File: src/rtl/led_frame_buffer.sv
// Double-buffered pixel store feeding the WS2801 driver: writes land in a back buffer,
// a commit publishes it to led_rgb. Optional macro: LED_FRAME_BUFFER_AUTO_REFRESH_EN.
module led_frame_buffer #(
   parameter int LEDS         = 50,
   parameter int FREQ         = 12_500_000,
   parameter int MIN_FRAME_US = 1000,
   localparam int IW          = (LEDS > 1) ? $clog2(LEDS) : 1
) (
   input  logic                 clk,
   input  logic                 rst,
   input  logic                 wr_en,
   input  logic [IW-1:0]        wr_idx,
   input  logic [23:0]          wr_rgb,
   input  logic                 commit,
   output logic                 busy,
   output logic                 pending,
   output logic [15:0]          frame_cnt,
   output logic [24*LEDS-1:0]   led_rgb,
   output logic                 start,
   input  logic                 done
);

   localparam longint unsigned GAP_RAW    = 64'(FREQ) * 64'(MIN_FRAME_US) / 64'd1_000_000;
   localparam longint unsigned GAP_CYCLES = (GAP_RAW < 64'd2) ? 64'd2 : GAP_RAW;
   localparam int              CW         = $clog2(GAP_CYCLES) + 1;
   localparam logic [CW-1:0]   GAP_LAST   = CW'(GAP_CYCLES - 64'd1);

   typedef enum logic [1:0] {S_IDLE, S_START, S_BUSY, S_GAP} state_t;

   state_t               r_state;
   state_t               w_state_next;
   logic                 w_copy;
   logic                 w_load_cnt;
   logic [CW-1:0]        r_cnt;
   logic                 r_pending;
   logic [15:0]          r_frame_cnt;
   logic [24*LEDS-1:0]   r_front;
   logic [24*LEDS-1:0]   w_back;

   // Back buffer: one register per pixel, out-of-range indices match no pixel.
   generate
      for (genvar gi = 0; gi < LEDS; gi++) begin : g_pix
         logic [23:0] r_pix;
         always_ff @(posedge clk or posedge rst) begin
            if (rst) begin
               r_pix <= 24'd0;
            end else if (wr_en && (wr_idx == IW'(gi))) begin
               r_pix <= wr_rgb;
            end
         end
         assign w_back[24*gi +: 24] = r_pix;
      end
   endgenerate

`ifdef LED_FRAME_BUFFER_AUTO_REFRESH_EN
   logic [CW-1:0] r_idle_cnt;

   // Consecutive IDLE cycles with nothing to publish; any commit restarts the wait.
   always_ff @(posedge clk or posedge rst) begin
      if (rst) begin
         r_idle_cnt <= '0;
      end else if ((r_state != S_IDLE) || r_pending || commit) begin
         r_idle_cnt <= '0;
      end else if (r_idle_cnt != GAP_LAST) begin
         r_idle_cnt <= r_idle_cnt + CW'(1);
      end
   end
`endif

   always_comb begin
      w_state_next = r_state;
      w_copy       = 1'b0;
      w_load_cnt   = 1'b0;
      case (r_state)
         S_IDLE: begin
            if (r_pending) begin
               w_copy       = 1'b1;
               w_load_cnt   = 1'b1;
               w_state_next = S_START;
            end
`ifdef LED_FRAME_BUFFER_AUTO_REFRESH_EN
            else if (!commit && (r_idle_cnt == GAP_LAST)) begin
               w_load_cnt   = 1'b1;
               w_state_next = S_START;
            end
`endif
         end
         S_START: w_state_next = S_BUSY;
         S_BUSY:  if (done) w_state_next = S_GAP;
         S_GAP:   if (r_cnt >= GAP_LAST) w_state_next = S_IDLE;
         default: w_state_next = S_IDLE;
      endcase
   end

   always_ff @(posedge clk or posedge rst) begin
      if (rst) begin
         r_state <= S_IDLE;
      end else begin
         r_state <= w_state_next;
      end
   end

   // Interval counter starts at 0 in the START cycle and saturates at the last gap cycle.
   always_ff @(posedge clk or posedge rst) begin
      if (rst) begin
         r_cnt <= '0;
      end else if (w_load_cnt) begin
         r_cnt <= '0;
      end else if (r_cnt != GAP_LAST) begin
         r_cnt <= r_cnt + CW'(1);
      end
   end

   always_ff @(posedge clk or posedge rst) begin
      if (rst) begin
         r_pending <= 1'b0;
      end else if (w_copy) begin
         r_pending <= 1'b0;
      end else if (commit) begin
         r_pending <= 1'b1;
      end
   end

   always_ff @(posedge clk or posedge rst) begin
      if (rst) begin
         r_frame_cnt <= 16'd0;
      end else if ((r_state == S_BUSY) && done) begin
         r_frame_cnt <= r_frame_cnt + 16'd1;
      end
   end

   always_ff @(posedge clk or posedge rst) begin
      if (rst) begin
         r_front <= '0;
      end else if (w_copy) begin
         r_front <= w_back;
      end
   end

   always_comb begin
      busy  = (r_state != S_IDLE);
      start = (r_state == S_START);
   end

   assign pending   = r_pending;
   assign frame_cnt = r_frame_cnt;
   assign led_rgb   = r_front;

endmodule
File: config.mk
export PLATFORM = sky130hd
export DESIGN_NAME = led_frame_buffer
export DESIGN_NICKNAME = d
export VERILOG_FILES = /design/src/rtl/led_frame_buffer.sv
export SDC_FILE = /design/constraint.sdc
export NUM_CORES = 2
export LEC_CHECK = 0
export ABC_AREA = 1
export CAP_MARGIN = 5
export CORE_AREA = 3 3 480 482
export CTS_BUF_LIST = sky130_fd_sc_hd__clkbuf_4
export DETAILED_ROUTE_END_ITERATION = 7
export DIE_AREA = 0 0 483 485
export SLEW_MARGIN = 10
export SYNTH_ARGS = -nofsm -noshare
export SYNTH_HDL_FRONTEND = slang
export SYNTH_SLANG_ARGS = --single-unit
File: constraint.sdc
create_clock -name clk -period 119.5 [get_ports clk]
set_input_delay 29.875 -clock clk [delete_from_list [all_inputs] [get_ports clk]]
set_output_delay 29.875 -clock clk [all_outputs]
set_load 0.01 [all_outputs]
; Word-level counts from Yosys, hierarchy flattened
; Cells that the tools add are included.
; W data, S select, Z words.
[word_totals]
register_bits = 2434
wordCells = 181
in_bits = 35
output_inout_bits = 1219
[op_classes]
addsub = 2
muxes = 10
n_reduce_logical = 57
order_cmp = 1
n_eq_ne = 56
[op_table]
columns = operator, n
row1 = $eq A6 B6 Y1 const B, 18
row2 = $eq A6 B5 Y1 const B, 16
row3 = $logic_and A1 B1 Y1, 51
row4 = $eq A6 B4 Y1 const B, 8
row5 = $mux W15, 2
row6 = $eq A6 B3 Y1 const B, 4
row7 = $add A16 B1 Y16 const B, 1
row8 = $add A15 B1 Y15 const B, 1
row9 = $ge A15 B14 Y1 const B, 1
row10 = $ne A15 B14 Y1 const B, 1
row11 = $eq A6 B2 Y1 const B, 2
row12 = $pmux W2 S4, 1
row13 = $eq A6 B1 Y1 const B, 1
row14 = $logic_not A6 Y1, 1
row15 = $mux W2, 3
row16 = $ne A2 B2 Y1 const B, 3
row17 = $reduce_bool A2 Y1, 3
row18 = $eq A2 B2 Y1 const B, 2
row19 = $mux W1, 4
row20 = $reduce_and A3 Y1, 1
row21 = $eq A2 B1 Y1 const B, 1
row22 = $logic_not A2 Y1, 1

; Longest topological paths before layout
[depth]
ltp_word = 3
ltp_mapped = 10
depth_no_buf = 10

; Least setup slack after synthesis
; No wires, ideal clock.
[synth_timing]
path_kind = input port to flip-flop
startpoint = input wr_en
endpoint = register g_pix[12].r_pix[10]
slack_ns = 88.385
n_path_buf = 3
setup_time_ns = 0.133
path_stages = 8
t_required_ns = 119.367
arrival_ns = 30.982
path_cell_list = inv_1 -> nor3_2 -> buf_4 -> nand2_1 -> buf_2 -> buf_2 -> nand2_1 -> o21ai_0
[synth_via]
elab_chain_cells = 1
[synth_rtl]
columns = item, line_no
row1 = from (decl), 11  ; input logic wr_en,
row2 = $logic_and A1 B1 Y1, 47  ; end else if (wr_en && (wr_idx == IW'(gi))) begin
row3 = to (signal assigned), 48  ; r_pix <= wr_rgb;
row4 = to (decl), 43  ; logic [23:0] r_pix;
; Every way passes these cells.
; A chain may end at the register's enable or synchronous reset.

==> results.cfg <==
[status]
status = finished clean

[global_route]
grt_pass1_wl_um = 467000
gr-total-overflow = 0
antenna_found_initial = 42
grt_max_degree = 223
grt_pass1_vias = 69300
grtUsageTotal = 0.269

[sta]
fin_tns_setup_ns = 0
hold_viol = 0
relSlewSlack = 0.133
timing.fmax_mhz = 28.0
worst_pin_slew_ns = 1.30
skew_ns = 0.110
maxSlewViolCount = 0
finalSetupViolCount = 0
period_needed_ns = 35.68
fin_crit_sh = 0.299
rsz0062_at_grt = false

[logic_synthesis]
synthAdderAreaFrac = 0.000984
synth_top_area_share = 0.684
avgSynthCellArea_um2 = 9.49
ys_warn_count = 0
synth_area_um2 = 89000
synth_top_cell_by_area = dfrtp_1
muxShareOfSynthArea = 0.000127
synth_top_family_by_area = simple AND/OR/NAND/NOR gates
synth_compound_area_frac = 0.0713
ys_types = 30
synthSimpleGateAreaFrac = 0.208
synthXorXnorAreaFrac = 0.00157
synthTopCellsByArea = dfrtp_1 (68%), nand2_1 (20%), o21ai_0 (6.4%), clkbuf_1 (2.2%), o21ai_1 (0.65%)
synth-seq-cells = 2434
syn_inst = 9372
syn-num-nets = 9414
yosysSeqAreaShare = 0.684

[critical_path]
end_kind = asynchronous set/reset pin
start_kind = input port
cpMostUsedCell = buf_4
worstPathRequired_ns = 120.90
regToRegSetupSlack_ns = 114.41
startpoint = rst
cp_slowest_cell = buf_4
path_max_fanout = 191
r2r-start = r_state[0]
arrival_ns = 37.08
crit_chain = clkdlybuf4s50_1 -> inv_8 -> buf_12 -> buf_12 -> buf_4 -> buf_4 -> buf_12 -> buf_4 -> buf_4 -> buf_4
critical_path_class = input port to asynchronous set/reset pin
critical_path.max_stage_delay_ns = 0.87

[power]
switchingPower_uw = 859
combPwrFrac = 0.263
p_int_mw = 1.62
p_clk_frac = 0.289
power_density_nw_per_um2 = 22.2
ir_worst_vdd_mv = 0.0210
p_leak_nw = 56.4
seq_power_share = 0.448
p_total_mw = 2.48
sw_frac_of_total = 0.347

[die]
ios = 1254
die_x_um = 483
core_um2 = 227000
dieArea_um2 = 234000
dieHeight_um = 485
initial_utilization = 0.392
rows = 175

[routing]
via_per_inst = 5.01
postRouteAntennaNets = 0
wl_um = 320000
routed-via-count = 70900
drc = 0
first_pass_iters = 7
avgRoutedWirePerCell_um = 22.6
drtIter0Drc = 6743

[clocking]
cts_max_level = 6
root_buffer = clkbuf_4
cts_tree = yes
clk_pin_slew_ns = 0.06
numCtsBuffers = 645
hold_buffers = 0
post_cts_buffers = 0
clock_path_buffers = 4
ctsResizeCount = 0
clock_latency_ns = 1.43
cts_num_sinks = 2434

[place]
dp_hpwl_um = 199000
io_buffers = 1253
place.gp.congestion = 0.837

[worst_hold_path]
hold_class = flip-flop to flip-flop
min-delay-start = g_pix[25].r_pix[9]

[final_layout]
syn_to_final_growth_pct = 25.4
layout_commonest_cell = nand2_1
drive_gt1_frac = 0.104
fillers = 21500
utilization = 0.492
nNetsFinal = 10800
most-common-layout-cells = nand2_1 (4776), dfrtp_1 (2434), clkdlybuf4s50_1 (1253), o21ai_0 (1139), clkbuf_4 (940)

[flow_run]
maxCapViolCount = 0
[power groups by stage]
stage          sequential, mW  clock, mW  combinational (mW)
2_1_floorplan            1.12          0               0.282
3_3_place_gp             1.12          0               0.647
3_5_place_dp             1.12          0               0.657
4_1_cts                  1.11      0.733               0.660
5_1_grt                  1.12      0.777               0.715
6_report                 1.11      0.714               0.651
[final timing paths]
path,endpoint,cells after the start
worst max-delay path,g_pix[28].r_pix[5],10
worst min-delay path,led_rgb[609],2
worst max register to register,led_rgb[866],9
worst min register to register,led_rgb[609],2
max in group clk,busy,4
min in group asynchronous,led_rgb[203],2
[synth_stat cells]
| cell | number |
|---|---|
| o21ai_1 | 116 |
| nor4_1 | 2 |
| clkbuf_1 | 523 |
| a211oi_1 | 1 |
| buf_4 | 7 |
| nand2_1 | 4796 |
| nand3_1 | 18 |
| buf_2 | 104 |
| or2_2 | 3 |
| o21bai_1 | 1 |
| dfrtp_1 | 2434 |
| nor2_2 | 2 |
| a31oi_1 | 1 |
| nor3_4 | 2 |
| a21oi_1 | 8 |
| xor2_1 | 6 |
| nor3_1 | 5 |
| o22ai_1 | 1 |
| buf_1 | 5 |
| nand4_1 | 8 |
| nor2_1 | 51 |
| o21ai_0 | 1139 |
| mux2_2 | 1 |
| xnor2_1 | 10 |
| inv_2 | 3 |
| nand2_2 | 9 |
| buf_6 | 2 |
| inv_1 | 106 |
| ha_1 | 7 |
| nor3_2 | 1 |
[kinds of logic (layout without fill, tap and decap cells)]
group | after synthesis | after routing
muxes | 1 | 1
other | 0 | 21
xor gates and xnor gates | 16 | 16
buffers and inverters | 750 | 2520
DFF | 2434 | 2434
and+or+nand+nor | 4897 | 4897
adders and majority gates | 7 | 7
AOI/OAI and AO/OA | 1267 | 1267
[critical path: cells and delay by family]
kind                   cells  cell delay [ns]
buffers and inverters     10             6.79
[flip-flops by register name (all words and copies together) (netlist names)]
| signal | count |
|---|---|
| led_rgb | 1200 |
| g_pix.r_pix | 1200 |
| r_state | 2 |
| frame_cnt | 16 |
| r_cnt | 15 |
| pending | 1 |
[layout make-up]
type	instances	area [um2]	area share
Antenna cell	21	52.6	0.000471
Clock buffer	940	7060	0.0633
Clock inverter	116	734	0.00658
Inverter	109	458	0.00411
Multi-Input combinational cell	6188	25200	0.226
Sequential cell	2434	60900	0.546
Tap cell	3009	3760	0.0337
Timing Repair Buffer	1355	13400	0.120
[per-layer routing]
layer	vias up	part of all wire	GRT usage
met1	35000	0.42	0.362
met3	546	0.082	0.0672
li1	32300	-	-
met2	3149	0.45	0.413
met5	-	0.00022	0
met4	10	0.043	0.120
[metrics by stage]
stage	std cells	hold WS [ns]	area (um2)	setup WS, ns
finish	14200	0.387	112000	83.82
detailed placement	13100	0.450	104000	81.91
global placement	13100	0.451	104000	82.08
floorplan	9372	0.442	89000	20.83
global route	14200	0.430	112000	82.73
CTS	14200	0.384	112000	83.44
Note: power is estimated with default switching activity, not from simulation.
